--- config.mk ---
export PLATFORM = sky130hd
export DESIGN_NAME = stack_input_decoder
export DESIGN_NICKNAME = d
export VERILOG_FILES = /design/src/rtl/stack_pkg.sv /design/src/rtl/btn_debounce.sv /design/src/rtl/stack_input_decoder.sv
export SDC_FILE = /design/constraint.sdc
export NUM_CORES = 1
export LEC_CHECK = 0
export CORE_ASPECT_RATIO = 1.25
export CORE_UTILIZATION = 45
export DETAILED_ROUTE_END_ITERATION = 16
export HOLD_SLACK_MARGIN = 0.12
export PLACE_DENSITY = 0.66
export SYNTH_ARGS = -nofsm -noshare
export SYNTH_HDL_FRONTEND = slang
export SYNTH_HIERARCHICAL = 1
export SYNTH_SLANG_ARGS = --single-unit
--- constraint.sdc ---
create_clock -name clk -period 2.7 [get_ports clk]
set_input_delay 0.54 -clock clk [delete_from_list [all_inputs] [get_ports clk]]
set_output_delay 0.54 -clock clk [all_outputs]
set_load 0.01 [all_outputs]
--- src/rtl/stack_pkg.sv ---
// Shared definitions for the stack calculator front-end and controller.
package stack_pkg;

    localparam int unsigned OP_W   = 3;
    localparam int unsigned DATA_W = 8;
    localparam int unsigned BTN_W  = 4;

    // Stack command opcodes
    typedef enum logic [OP_W-1:0] {
        OP_PUSH = 3'd0,
        OP_POP  = 3'd1,
        OP_ADD  = 3'd2,
        OP_SUB  = 3'd3,
        OP_TOP  = 3'd4,
        OP_CLR  = 3'd5,
        OP_DEC  = 3'd6,
        OP_INC  = 3'd7
    } op_e;

    // Mode select encodings taken from {btn3, btn2}
    typedef enum logic [1:0] {
        MODE_STACK = 2'b00,
        MODE_ARITH = 2'b01,
        MODE_VIEW  = 2'b10,
        MODE_STEP  = 2'b11
    } mode_e;

    // Command payload handed to the stack controller
    typedef struct packed {
        logic [OP_W-1:0]   op;
        logic [DATA_W-1:0] data;
    } cmd_t;

    // Each mode owns an opcode pair; btn1 selects the odd member
    function automatic logic [OP_W-1:0] decode_op(input logic [1:0] mode, input logic sel_btn1);
        return {mode, sel_btn1};
    endfunction

endpackage

--- src/rtl/btn_debounce.sv ---
// One-bit synchroniser plus debounce counter for a raw push-button.
module btn_debounce #(
    parameter int unsigned DEBOUNCE_CYCLES = 1000000
) (
    input  logic clk,
    input  logic rst_n,
    input  logic btn,
    output logic level
);

    localparam int unsigned CNT_W = $clog2(DEBOUNCE_CYCLES + 1);
    localparam logic [CNT_W-1:0] CNT_LAST = CNT_W'(DEBOUNCE_CYCLES - 1);

    logic             sync1;
    logic             sync2;
    logic [CNT_W-1:0] cnt;

    // Two-flop synchroniser for the asynchronous button input
    always_ff @(posedge clk or negedge rst_n) begin
        if (!rst_n) begin
            sync1 <= 1'b0;
            sync2 <= 1'b0;
        end else begin
            sync1 <= btn;
            sync2 <= sync1;
        end
    end

    // Accept the synced level after a full run of disagreeing edges; any agreement restarts the run
    always_ff @(posedge clk or negedge rst_n) begin
        if (!rst_n) begin
            cnt   <= '0;
            level <= 1'b0;
        end else if (sync2 == level) begin
            cnt <= '0;
        end else if (cnt == CNT_LAST) begin
            level <= sync2;
            cnt   <= '0;
        end else if (cnt < CNT_LAST) begin
            cnt <= cnt + CNT_W'(1);
        end
    end

endmodule

--- src/rtl/stack_input_decoder.sv ---
// Turns debounced button presses into single buffered stack commands.
module stack_input_decoder
    import stack_pkg::*;
#(
    parameter int unsigned DEBOUNCE_CYCLES = 1000000
) (
    input  logic              clk,
    input  logic              rst_n,
    input  logic [BTN_W-1:0]  btns,
    input  logic [DATA_W-1:0] swtchs,
    input  logic              cmd_ready,
    output logic              cmd_valid,
    output logic [OP_W-1:0]   cmd_op,
    output logic [DATA_W-1:0] cmd_data,
    output logic              drop_flag
);

    typedef enum logic {
        EMPTY = 1'b0,
        FULL  = 1'b1
    } buf_state_e;

    buf_state_e        state;
    logic [BTN_W-1:0]  btn_db;
    logic [BTN_W-1:0]  btn_db_q;
    logic [DATA_W-1:0] sw_sync1;
    logic [DATA_W-1:0] sw_sync2;

    logic              pulse0_c;
    logic              pulse1_c;
    logic              trig_c;
    logic              handshake_c;
    logic              drop_c;
    logic              clr_xfer_c;
    logic [OP_W-1:0]   op_c;

    for (genvar i = 0; i < int'(BTN_W); i++) begin : g_btn
        btn_debounce #(
            .DEBOUNCE_CYCLES(DEBOUNCE_CYCLES)
        ) u_btn_debounce (
            .clk  (clk),
            .rst_n(rst_n),
            .btn  (btns[i]),
            .level(btn_db[i])
        );
    end

    // Switch synchroniser and previous debounced levels for edge detection
    always_ff @(posedge clk or negedge rst_n) begin
        if (!rst_n) begin
            sw_sync1 <= '0;
            sw_sync2 <= '0;
            btn_db_q <= '0;
        end else begin
            sw_sync1 <= swtchs;
            sw_sync2 <= sw_sync1;
            btn_db_q <= btn_db;
        end
    end

    // Press detection, opcode decode and drop conditions; btn0 wins a tie
    always_comb begin
        pulse0_c    = btn_db[0] & ~btn_db_q[0];
        pulse1_c    = btn_db[1] & ~btn_db_q[1];
        trig_c      = pulse0_c | pulse1_c;
        op_c        = decode_op(btn_db[3:2], ~pulse0_c);
        handshake_c = cmd_valid & cmd_ready;
        drop_c      = (pulse0_c & pulse1_c) | (trig_c & cmd_valid & ~cmd_ready);
        clr_xfer_c  = handshake_c & (cmd_op == OP_CLR);
    end

    // Single-entry command buffer; payload only changes on a load
    always_ff @(posedge clk or negedge rst_n) begin
        if (!rst_n) begin
            state     <= EMPTY;
            cmd_valid <= 1'b0;
            cmd_op    <= '0;
            cmd_data  <= '0;
        end else begin
            case (state)
                EMPTY: begin
                    if (trig_c) begin
                        state     <= FULL;
                        cmd_valid <= 1'b1;
                        cmd_op    <= op_c;
                        cmd_data  <= sw_sync2;
                    end
                end
                FULL: begin
                    if (handshake_c) begin
                        if (trig_c) begin
                            cmd_op   <= op_c;
                            cmd_data <= sw_sync2;
                        end else begin
                            state     <= EMPTY;
                            cmd_valid <= 1'b0;
                        end
                    end
                end
                default: begin
                    state     <= EMPTY;
                    cmd_valid <= 1'b0;
                end
            endcase
        end
    end

    // Sticky lost-press flag, cleared by a CLR transfer unless a drop coincides
    always_ff @(posedge clk or negedge rst_n) begin
        if (!rst_n) begin
            drop_flag <= 1'b0;
        end else if (drop_c) begin
            drop_flag <= 1'b1;
        end else if (clr_xfer_c) begin
            drop_flag <= 1'b0;
        end
    end

endmodule
==> flow_metrics.py <==
metrics = {
    "timing": {
        "setup_viol": 0,
        "fmax_mhz": 460.7,
        "fin_crit_sh": 0.8040,
        "finClkSkew_ns": 0.006533,
        "slew_violations": 0,
        "finalCriticalPeriod_ns": 2.171,
        "rsz0062_at_grt": "no",
        "slew-limit-headroom": 0.6045,
        "hold_viol": 0,
        "tightest_slew_ns": 0.5919,
        "fin_tns_setup_ns": 0,
    },
    "floorplan": {
        "start_util": 0.4616,
        "die_area_mm2": 0.01411,
        "coreArea_mm2": 0.01329,
        "die_h_um": 132.5,
        "dieWidth_um": 106.4,
        "rows": 47,
        "io_pins": 28,
    },
    "drt": {
        "wire_per_inst_um": 15.32,
        "drt-initial-drc-count": 232,
        "via_per_inst": 5.892,
        "drc_errors": 0,
        "dr.pass1.iters": 4,
        "vias": 4755,
        "final_antenna_net_count": 0,
        "drt_wl_total_mm": 12.37,
    },
    "power": {
        "p_leak_uw": 0.002747,
        "p_per_area_mw_per_mm2": 638.5,
        "ir_drop_v": 0.0005044,
    },
    "critical_path": {
        "critPathRequiredTime_ns": 3.00,
        "endpoint_kind": "flip-flop",
        "crit_type": "reg2reg",
        "critPathArrivalTime_ns": 2.47,
        "critPathMaxFanout": 34,
        "startpoint_type": "flip-flop",
    },
    "logic_synthesis": {
        "synthFlopType": "dfrtp_1",
        "syn_nets": 607,
        "synth_cells": 588,
        "synth_cell_type_count": 43,
        "synth_edf_count": 0,
        "yosysWarnings": 6,
        "async_flop_share": 1.000,
        "netlist_area_mm2": 0.006135,
        "avgSynthCellArea_um2": 10.43,
        "yosys_register_bits": 124,
        "seq_area_frac_synth": 0.5058,
    },
    "outcome": {
        "outcome": "completed",
    },
    "cells_and_area": {
        "areaGrowthSynthToFinish_pct": 17.23,
        "fin_nets": 642,
        "num-fill-cells": 1176,
        "final_layout_size_suffix_gt1_frac": 0.1305,
        "diodes": 0,
        "utilization": 0.5411,
        "final_area_mm2": 0.007192,
    },
    "placement": {
        "hpwl_mm": 8.230,
        "io_buffers": 27,
        "globalplace.congestion": 0.7717,
        "placed_area_mm2": 0.006516,
    },
    "clock_network": {
        "tritoncts": "done",
        "clock-sinks": 124,
        "htreeDepth": 4,
        "post_cts_resized": 0,
        "clk_path_buf_depth": 2,
        "cts_root_buf": "clkbuf_16",
        "clk_pin_slew_ns": 0.06,
        "cts_made_buffers": 17,
        "clkLatencyLatePin_ns": 0.42,
    },
    "grt": {
        "grt_start_max_net_pins": 52,
        "globalRouteOverflowTotal": 0,
        "grt_pass1_wl_mm": 21.09,
        "antenna_found_initial": 0,
        "grt_usage": 0.1891,
        "grt_pass1_vias": 4563,
    },
    "run": {
        "cap_viol_max_count": 0,
    },
    "min_path": {
        "hold_path.class": "reg2reg",
    },
}
[layer usage]
layer  wire length [um]  global-route usage  vias to the layer above  share of wire
met2               6167              0.3120                       75           0.50
li1                   -                   -                     2293              -
met1               5590              0.2305                     2370           0.45
met5                  0                   0                        -              0
met3                400             0.05764                       17          0.032
met4                208             0.07534                        0          0.017
[cells in the final DEF (no fill, tap or decap), types with 20 or more instances in the layout]
master           netlist  layout
o31ai_1               33      33
clkdlybuf4s50_1        0      26
nor2_1                28      28
o21ai_0               36      36
nand3_1               37      37
nand2_1               48      48
a21oi_1               65      65
or4_1                 24      24
dfrtp_1              124     124
nand4_1               20      20
or3_1                 40      40
[area by class of cell]
type	count	area, um^2	area share
timing repair buffer	37	357.8	0.04976
clock buffer	19	452.9	0.06298
tap	171	214.0	0.02975
multi-input combinational	434	2818	0.3918
inverter	9	33.78	0.004697
sequential	124	3103	0.4315
clock inverter	13	212.7	0.02958
[logic make-up (layout without fill, tap and decap cells)]
kind of cell | Yosys count | count (layout) | synth area share
and+or+nand+nor | 241 | 241 | 0.2333
AOI/OAI and AO/OA | 158 | 158 | 0.1613
muxes | 18 | 18 | 0.03773
xor gates and xnor gates | 12 | 12 | 0.01713
buffers and inverters | 30 | 78 | 0.03488
adders and majority gates | 5 | 5 | 0.009790
DFF | 124 | 124 | 0.5058
[what timing repair did]
item,4_1_cts,5_1_grt
setup buffers,0,0
hold buffers,1,0
hold endpoints to repair,27,0
[synth_stat cells (5+ instances only)]
cell        n  area share
dfrtp_1   124        0.51
a21oi_1    65       0.053
nand2_1    48       0.029
or3_1      40       0.041
nand3_1    37       0.030
o21ai_0    36       0.029
o31ai_1    33       0.040
nor2_1     28       0.017
or4_1      24       0.029
nand4_1    20       0.020
inv_1       9      0.0055
mux2_4      9       0.022
and3_1      8      0.0082
buf_2       8      0.0065
buf_6       8       0.015
xnor2_1     8       0.011
nand2b_1    5      0.0051
[power breakdown]
| part | internal (uW) | switching [uW] |
|---|---|---|
| Clock | 1690 | 851 |
| Combinational | 51.2 | 78.2 |
| Sequential | 1890 | 25.3 |
[critical path: stages, from the launching register on]
cell and delay, ns:
dfrtp_1 0.43, nor4_2 0.37, nor3b_1 0.55, a21o_4 0.40
mux2i_1 0.24, nor2_1 0.06
[metrics by stage]
stage          instances  power, uW  setup slack, ns  hold WS [ns]
3_3_place_gp         774       2076           0.6279        0.3335
2_1_floorplan        588       2001           0.8070        0.2444
5_1_grt              807       4742           0.3316        0.3514
4_1_cts              807       4640           0.5344        0.3480
6_report             807       4592           0.5292        0.3463
3_5_place_dp         774       2083           0.5596        0.3365
[registers in the layout, indices dropped and copies added, names as in the netlist]
| name | flops |
|---|---|
| g_btn.u_btn_debounce/cnt | 80 |
| cmd_data | 8 |
| sw_sync1 | 8 |
| sw_sync2 | 8 |
| g_btn.u_btn_debounce/level | 4 |
| g_btn.u_btn_debounce/sync1 | 4 |
| g_btn.u_btn_debounce/sync2 | 4 |
| cmd_op | 3 |
| btn_db_q | 2 |
| cmd_valid | 1 |
| drop_flag | 1 |
| state | 1 |
[worst paths after layout]
path,slack (ns),start,end,cells past startpoint
hold / removal,0.35,sw_sync1[6],sw_sync2[6],0
setup / recovery,0.53,g_btn[2].u_btn_debounce/cnt[12],g_btn[2].u_btn_debounce/cnt[1],5
max in group asynchronous,1.43,rst_n,g_btn[1].u_btn_debounce/cnt[13],3
min in group asynchronous,0.60,rst_n,g_btn[2].u_btn_debounce/cnt[10],2
setup reg to reg,0.53,g_btn[2].u_btn_debounce/cnt[12],g_btn[2].u_btn_debounce/cnt[1],5
hold reg to reg,0.35,sw_sync1[6],sw_sync2[6],0
Power figures use the tool's default switching activity.
